<file path="src/rtl/dp_collector_pkg.sv">
// Shared constants for the distinguished-point collector.
// Optional per-entry walk-step tag: define DP_COLLECTOR_TAG_EN.
`ifndef R_Bits
`define R_Bits 110
`endif
`ifndef DP_Bits
`define DP_Bits 8
`endif

package dp_collector_pkg;

  localparam int unsigned CNT_W = 16;
  localparam int unsigned TAG_W = 16;

  localparam logic [CNT_W-1:0] CNT_MAX = '1;

  function automatic logic [CNT_W-1:0] sat_inc(
    input logic [CNT_W-1:0] v
  );
    return (v == CNT_MAX) ? v : v + 1'b1;
  endfunction

endpackage

</file>
<file path="src/rtl/dp_fifo.sv">
// Circular FIFO: registered pointers, separate level count,
// combinational head read, room computed after same-cycle pop.
module dp_fifo #(
  parameter  int unsigned W     = 8,
  parameter  int unsigned DEPTH = 8,
  localparam int unsigned AW    = $clog2(DEPTH),
  localparam int unsigned LW    = AW + 1
) (
  input  logic          clk_i,
  input  logic          rst_i,
  input  logic          wr_i,
  input  logic [W-1:0]  wr_data_i,
  input  logic          rd_i,
  output logic          room_o,
  output logic          valid_o,
  output logic [W-1:0]  rd_data_o,
  output logic [LW-1:0] level_o
);

  logic [AW-1:0] wp_q, wp_d;
  logic [AW-1:0] rp_q, rp_d;
  logic [LW-1:0] lvl_q, lvl_d;
  logic [W-1:0]  mem_q [DEPTH];
  logic          push;
  logic          pop;

  assign valid_o = (lvl_q != '0);
  assign pop     = rd_i & valid_o;
  assign room_o  = (lvl_q != LW'(DEPTH)) | pop;
  assign push    = wr_i & room_o;
  assign level_o = lvl_q;

  // Head forced to zero when empty so outputs read 0 after reset.
  assign rd_data_o = valid_o ? mem_q[rp_q] : '0;

  always_comb begin
    wp_d  = wp_q;
    rp_d  = rp_q;
    lvl_d = lvl_q;
    if (push) wp_d = wp_q + 1'b1;
    if (pop)  rp_d = rp_q + 1'b1;
    case ({push, pop})
      2'b10:   lvl_d = lvl_q + 1'b1;
      2'b01:   lvl_d = lvl_q - 1'b1;
      default: lvl_d = lvl_q;
    endcase
  end

  always_ff @(posedge clk_i or posedge rst_i) begin
    if (rst_i) begin
      wp_q  <= '0;
      rp_q  <= '0;
      lvl_q <= '0;
    end else begin
      wp_q  <= wp_d;
      rp_q  <= rp_d;
      lvl_q <= lvl_d;
    end
  end

  always_ff @(posedge clk_i) begin
    if (push) mem_q[wp_q] <= wr_data_i;
  end

endmodule

</file>
<file path="src/rtl/dp_collector.sv">
// Filters walk points down to distinguished points and buffers them.
// Define DP_COLLECTOR_TAG_EN to add the out_tag walk-step tag.
module dp_collector
  import dp_collector_pkg::*;
#(
  parameter  int unsigned R_BITS  = `R_Bits,
  parameter  int unsigned DP_BITS = `DP_Bits,
  parameter  int unsigned DEPTH   = 8,
  localparam int unsigned LW      = $clog2(DEPTH) + 1
) (
  input  logic              clk,
  input  logic              rst,
  input  logic              in_valid,
  input  logic [R_BITS-1:0] in_x,
  input  logic [R_BITS-1:0] in_y,
  input  logic              in_infinity,
  output logic              out_valid,
  input  logic              out_ready,
  output logic [R_BITS-1:0] out_x,
  output logic [R_BITS-1:0] out_y,
`ifdef DP_COLLECTOR_TAG_EN
  output logic [TAG_W-1:0]  out_tag,
`endif
  output logic [LW-1:0]     level,
  output logic [CNT_W-1:0]  dp_cnt,
  output logic [CNT_W-1:0]  drop_cnt
);

`ifdef DP_COLLECTOR_TAG_EN
  localparam int unsigned EW = 2 * R_BITS + TAG_W;
`else
  localparam int unsigned EW = 2 * R_BITS;
`endif

  logic              d1_q, d1_d;
  logic [R_BITS-1:0] x1_q, y1_q;
  logic [CNT_W-1:0]  dp_q, dp_d;
  logic [CNT_W-1:0]  drop_q, drop_d;
  logic              room;
  logic [EW-1:0]     wr_data;
  logic [EW-1:0]     rd_data;

  assign d1_d = in_valid & ~in_infinity
              & (in_x[DP_BITS-1:0] == '0);

  always_ff @(posedge clk or posedge rst) begin
    if (rst) begin
      d1_q   <= 1'b0;
      x1_q   <= '0;
      y1_q   <= '0;
      dp_q   <= '0;
      drop_q <= '0;
    end else begin
      d1_q   <= d1_d;
      x1_q   <= in_x;
      y1_q   <= in_y;
      dp_q   <= dp_d;
      drop_q <= drop_d;
    end
  end

  always_comb begin
    dp_d   = dp_q;
    drop_d = drop_q;
    if (d1_q) begin
      dp_d = dp_q + 1'b1;
      if (!room) drop_d = sat_inc(drop_q);
    end
  end

`ifdef DP_COLLECTOR_TAG_EN
  logic             v1_q;
  logic [TAG_W-1:0] tag_q, tag_d;

  // Tag counts every walk point, so it equals the step index mod 2^16.
  assign tag_d = v1_q ? tag_q + 1'b1 : tag_q;

  always_ff @(posedge clk or posedge rst) begin
    if (rst) begin
      v1_q  <= 1'b0;
      tag_q <= '0;
    end else begin
      v1_q  <= in_valid;
      tag_q <= tag_d;
    end
  end

  assign wr_data = {tag_q, y1_q, x1_q};
  assign out_tag = rd_data[2*R_BITS +: TAG_W];
`else
  assign wr_data = {y1_q, x1_q};
`endif

  dp_fifo #(
    .W     (EW),
    .DEPTH (DEPTH)
  ) u_fifo (
    .clk_i     (clk),
    .rst_i     (rst),
    .wr_i      (d1_q),
    .wr_data_i (wr_data),
    .rd_i      (out_ready),
    .room_o    (room),
    .valid_o   (out_valid),
    .rd_data_o (rd_data),
    .level_o   (level)
  );

  assign out_x    = rd_data[0 +: R_BITS];
  assign out_y    = rd_data[R_BITS +: R_BITS];
  assign dp_cnt   = dp_q;
  assign drop_cnt = drop_q;

endmodule

</file>
<file path="config.mk">
export PLATFORM = sky130hd
export DESIGN_NAME = dp_collector
export DESIGN_NICKNAME = d
export VERILOG_FILES = /design/src/rtl/dp_collector_pkg.sv /design/src/rtl/dp_fifo.sv /design/src/rtl/dp_collector.sv
export SDC_FILE = /design/constraint.sdc
export NUM_CORES = 2
export LEC_CHECK = 0
export BUFFER_PORTS_ARGS = -buffer_cell sky130_fd_sc_hd__buf_2
export CELL_PAD_IN_SITES_DETAIL_PLACEMENT = 1
export CELL_PAD_IN_SITES_GLOBAL_PLACEMENT = 1
export CORE_MARGIN = 2
export CORE_UTILIZATION = 55
export CTS_BUF_LIST = sky130_fd_sc_hd__clkbuf_8
export DETAILED_ROUTE_END_ITERATION = 8
export PLACE_DENSITY = 0.86
export SLEW_MARGIN = 15
export SYNTH_ARGS = -nofsm -noshare
export SYNTH_HDL_FRONTEND = slang
export SYNTH_SLANG_ARGS = --single-unit
</file>
<file path="constraint.sdc">
create_clock -name clk -period 47 [get_ports clk]
set_clock_uncertainty 0.2 [all_clocks]
set_input_delay 2.35 -clock clk [delete_from_list [all_inputs] [get_ports clk]]
set_output_delay 2.35 -clock clk [all_outputs]
set_load 0.005 [all_outputs]
</file>
==> impl_metrics.ini <==
[timing]
report.final.hold_viol_count = 0
finalCritPeriodShare_pct = 18.9
tightestPinTransition_ns = 1.13
fmax_ghz = 0.113
finalMaxSlewViolations = 0
tns_ns = 0
slew_headroom_pct = 24.4
min_period_ns = 8.88
rsz0062_at_grt = no
finalSetupViolCount = 0

[floorplanning]
die_area_mm2 = 0.138
die_height_um = 371
io_pins = 482
chipWidth_um = 371
core_mm2 = 0.134
rows = 134
initial_core_util_pct = 55.5

[global_routing]
grt_pass1_wl_um = 275000
grt-ovfl-total = 0
grt_usage_pct = 27.5
antenna_found_initial = 29
grt_max_degree = 149
grt_pass1_vias = 40600

[cts]
post_cts_buffers = 0
ctsResizeCount = 0
cts_tree = yes
clock_latency_ns = 1.02
clk_pin_slew_ns = 0.07
cts_buffer_depth = 4
htreeDepth = 5
cts_root_buf = clkbuf_8
cts_buffers = 330
ctsHoldBuffers = 0
clock_sinks = 2023

[critical_path]
path_max_fanout = 110
max_stage_delay_ns = 0.89
worstRegToRegCells = 7
cp_common_cell = buf_4
worst_path_max_delay_cell = buf_4
critical_path_class = reg2out
critPathBufInv = 5
crit_arrival_ns = 6.33
r2r_start = u_fifo.level_o[1]
r2r_setup_slack_ns = 41.94
r2r-end = u_fifo.mem_q[7][182]
critical_path.startpoint_type = flop
critical_path.top_delay_family = buffers and inverters
crit_required_ns = 44.45
worstPathCellList = buf_4 > buf_4 > buf_12 > buf_4 > mux4_2 > mux2i_1 > nor2_1 > buf_2
crit_path_end_kind = primary output

[place]
hpwlAfterDp_um = 97100
io_buffers = 481
gp_congestion = 0.762

[power]
clockPowerShare_pct = 30.9
internal_power_mw = 3.28
p_leak_nw = 29.9
vdd_drop_max_v = 0.0000479
power_density_mw_per_mm2 = 55.0
p_sw_mw = 1.39
sw_frac_of_total_pct = 29.7
pwr-share-comb_pct = 25.8
sequentialPowerShare_pct = 43.4

[yosys]
synthCells = 3199
yosys_warnings = 0
syn_area_mm2 = 0.0741
yosysSeqAreaShare_pct = 80.2
synthDistinctLibCells = 47
syn_nets = 3431
syn_area_per_cell_um2 = 23.2
ys_ff_latch = 2023

[worst_hold_path]
hold_path_end = dp_cnt[15]
hold_class = reg2reg
hold_path_startpoint = dp_cnt[15]
holdPathStages = 1

[detailed_routing]
drt_iter0_markers = 3774
vias = 36500
drc = 0
wl_per_cell_um = 31.5
routed_wl_um = 188000
ant_nets = 0
post_drt_via_cell_ratio = 6.13
dr.pass1.iters = 5

[finish]
finalNetCount = 4148
drive_gt1_share_pct = 34.1
area_growth_pct = 14.4
finish.utilization_pct = 63.5

[outcome]
status = completed

[run]
maxCapViolCount = 0
-- worst max-delay path by stage --
stage	cells past startpoint	endpoint	startpoint	slack, ns
finish	8	out_y[8]	u_fifo.rp_q[0]	38.12
global route	8	out_x[96]	u_fifo.rp_q[0]	37.47
CTS	8	out_y[8]	u_fifo.rp_q[0]	37.82
detailed placement	8	out_x[106]	u_fifo.rp_q[0]	38.93
global placement	8	out_y[5]	u_fifo.rp_q[0]	39.07
floorplan	3	u_fifo.mem_q[0][0]	out_ready	22.18
-- cell usage in the layout (no fill, tap or decap), types with 10 or more instances in the layout --
master,n
dfrtp_1,260
mux2i_1,221
clkinv_2,38
clkbuf_8,373
xnor2_1,24
diode_2,23
buf_12,11
edfxtp_1,1760
buf_2,481
inv_1,136
nor2_1,224
mux4_2,440
buf_4,42
nand4_1,10
nand3_1,10
clkinv_1,28
nand2_1,15
xor2_1,11
-- sequential cells by signal, indices dropped and copies added, names as in the netlist --
signal and flops:
d1_q 1, dp_cnt 16, drop_cnt 16, u_fifo.level_o 4, u_fifo.mem_q 1760, u_fifo.rp_q 3
u_fifo.wp_q 3, x1_q 110, y1_q 110
-- synth_stat cells (all sizes together) --
| library cell | number | area [um^2] |
|---|---|---|
| edfxtp | 1760 | 52900 |
| mux4 | 440 | 9910 |
| dfrtp | 263 | 6580 |
| nor2 | 229 | 862 |
| mux2i | 221 | 2210 |
| buf | 116 | 552 |
| clkbuf | 33 | 124 |
| xnor2 | 24 | 210 |
| nand2 | 15 | 56.3 |
| nand4 | 11 | 75.1 |
| xor2 | 11 | 96.3 |
| nand3 | 10 | 50.1 |
| nor3 | 9 | 45.0 |
| ha | 6 | 75.1 |
| inv | 6 | 22.5 |
| and3 | 5 | 31.3 |
| mux2 | 5 | 60.1 |
| nor4 | 5 | 52.6 |
| a21o | 3 | 22.5 |
| nand2b | 3 | 18.8 |
| or2 | 3 | 21.3 |
| a31oi | 2 | 12.5 |
| or3 | 2 | 12.5 |
| a2111oi | 1 | 8.76 |
| a21oi | 1 | 5.00 |
| and2 | 1 | 6.26 |
| and4 | 1 | 8.76 |
| and4b | 1 | 10.0 |
| fa | 1 | 20.0 |
| nand3b | 1 | 7.51 |
| nand4b | 1 | 8.76 |
| nor2b | 1 | 6.26 |
| nor4b | 1 | 15.0 |
| o2111ai | 1 | 8.76 |
| o211ai | 1 | 7.51 |
| o21a | 1 | 7.51 |
| o21ai | 1 | 5.00 |
| o41ai | 1 | 27.5 |
| or4 | 1 | 7.51 |
| or4b | 1 | 10.0 |
-- layout make-up --
| class | instances | area [um^2] |
|---|---|---|
| Antenna cell | 23 | 57.6 |
| Clock buffer | 373 | 5130 |
| Clock inverter | 204 | 932 |
| Fill cell | 10900 | 48800 |
| Inverter | 6 | 30.0 |
| Multi-Input combinational cell | 1021 | 14100 |
| Sequential cell | 2023 | 59400 |
| Tap cell | 1768 | 2210 |
| Timing Repair Buffer | 534 | 2940 |
-- through the flow --
stage	power (mW)	setup WS [ns]	hold WS (ns)	cell area [um^2]	instances
global route	4.84	37.47	0.313	84800	5936
CTS	4.70	37.82	0.283	84700	5929
global placement	3.21	39.07	0.257	78700	5352
floorplan	2.81	22.18	0.268	74100	3199
finish	4.66	38.12	0.285	84800	5952
detailed placement	3.25	38.93	0.268	78700	5352
-- power by group through the flow --
| stage | Combinational, mW | Clock [mW] | Sequential (mW) |
|---|---|---|---|
| 6_report | 1.20 | 1.44 | 2.02 |
| 2_1_floorplan | 0.791 | 0 | 2.02 |
| 5_1_grt | 1.28 | 1.53 | 2.03 |
| 4_1_cts | 1.22 | 1.47 | 2.02 |
| 3_5_place_dp | 1.19 | 0 | 2.06 |
| 3_3_place_gp | 1.15 | 0 | 2.05 |
-- per-layer routing --
layer  vias to the layer above  global-route usage [%]  wire length [um]
met5                         -                       0               175
met4                        28                    8.40              3880
met3                       335                    7.00             15500
met2                      1887                    45.8             96400
met1                     19600                    36.2             71700
li1                      14600                       -                 -
-- logic make-up (layout without fill, tap and decap cells) --
family	count (synthesis)	count (layout)	synth area share, %
XOR/XNOR	35	35	0.414
other	0	23	0
AND/OR/NAND/NOR	301	301	1.76
flip-flops	2023	2023	80.2
buffers and inverters	155	1117	0.942
multiplexers	666	666	16.4
adder cells (fa/ha/maj)	7	7	0.128
AO/OA/AOI/OAI	12	12	0.142
No activity file was read; power rests on OpenSTA's default activity.
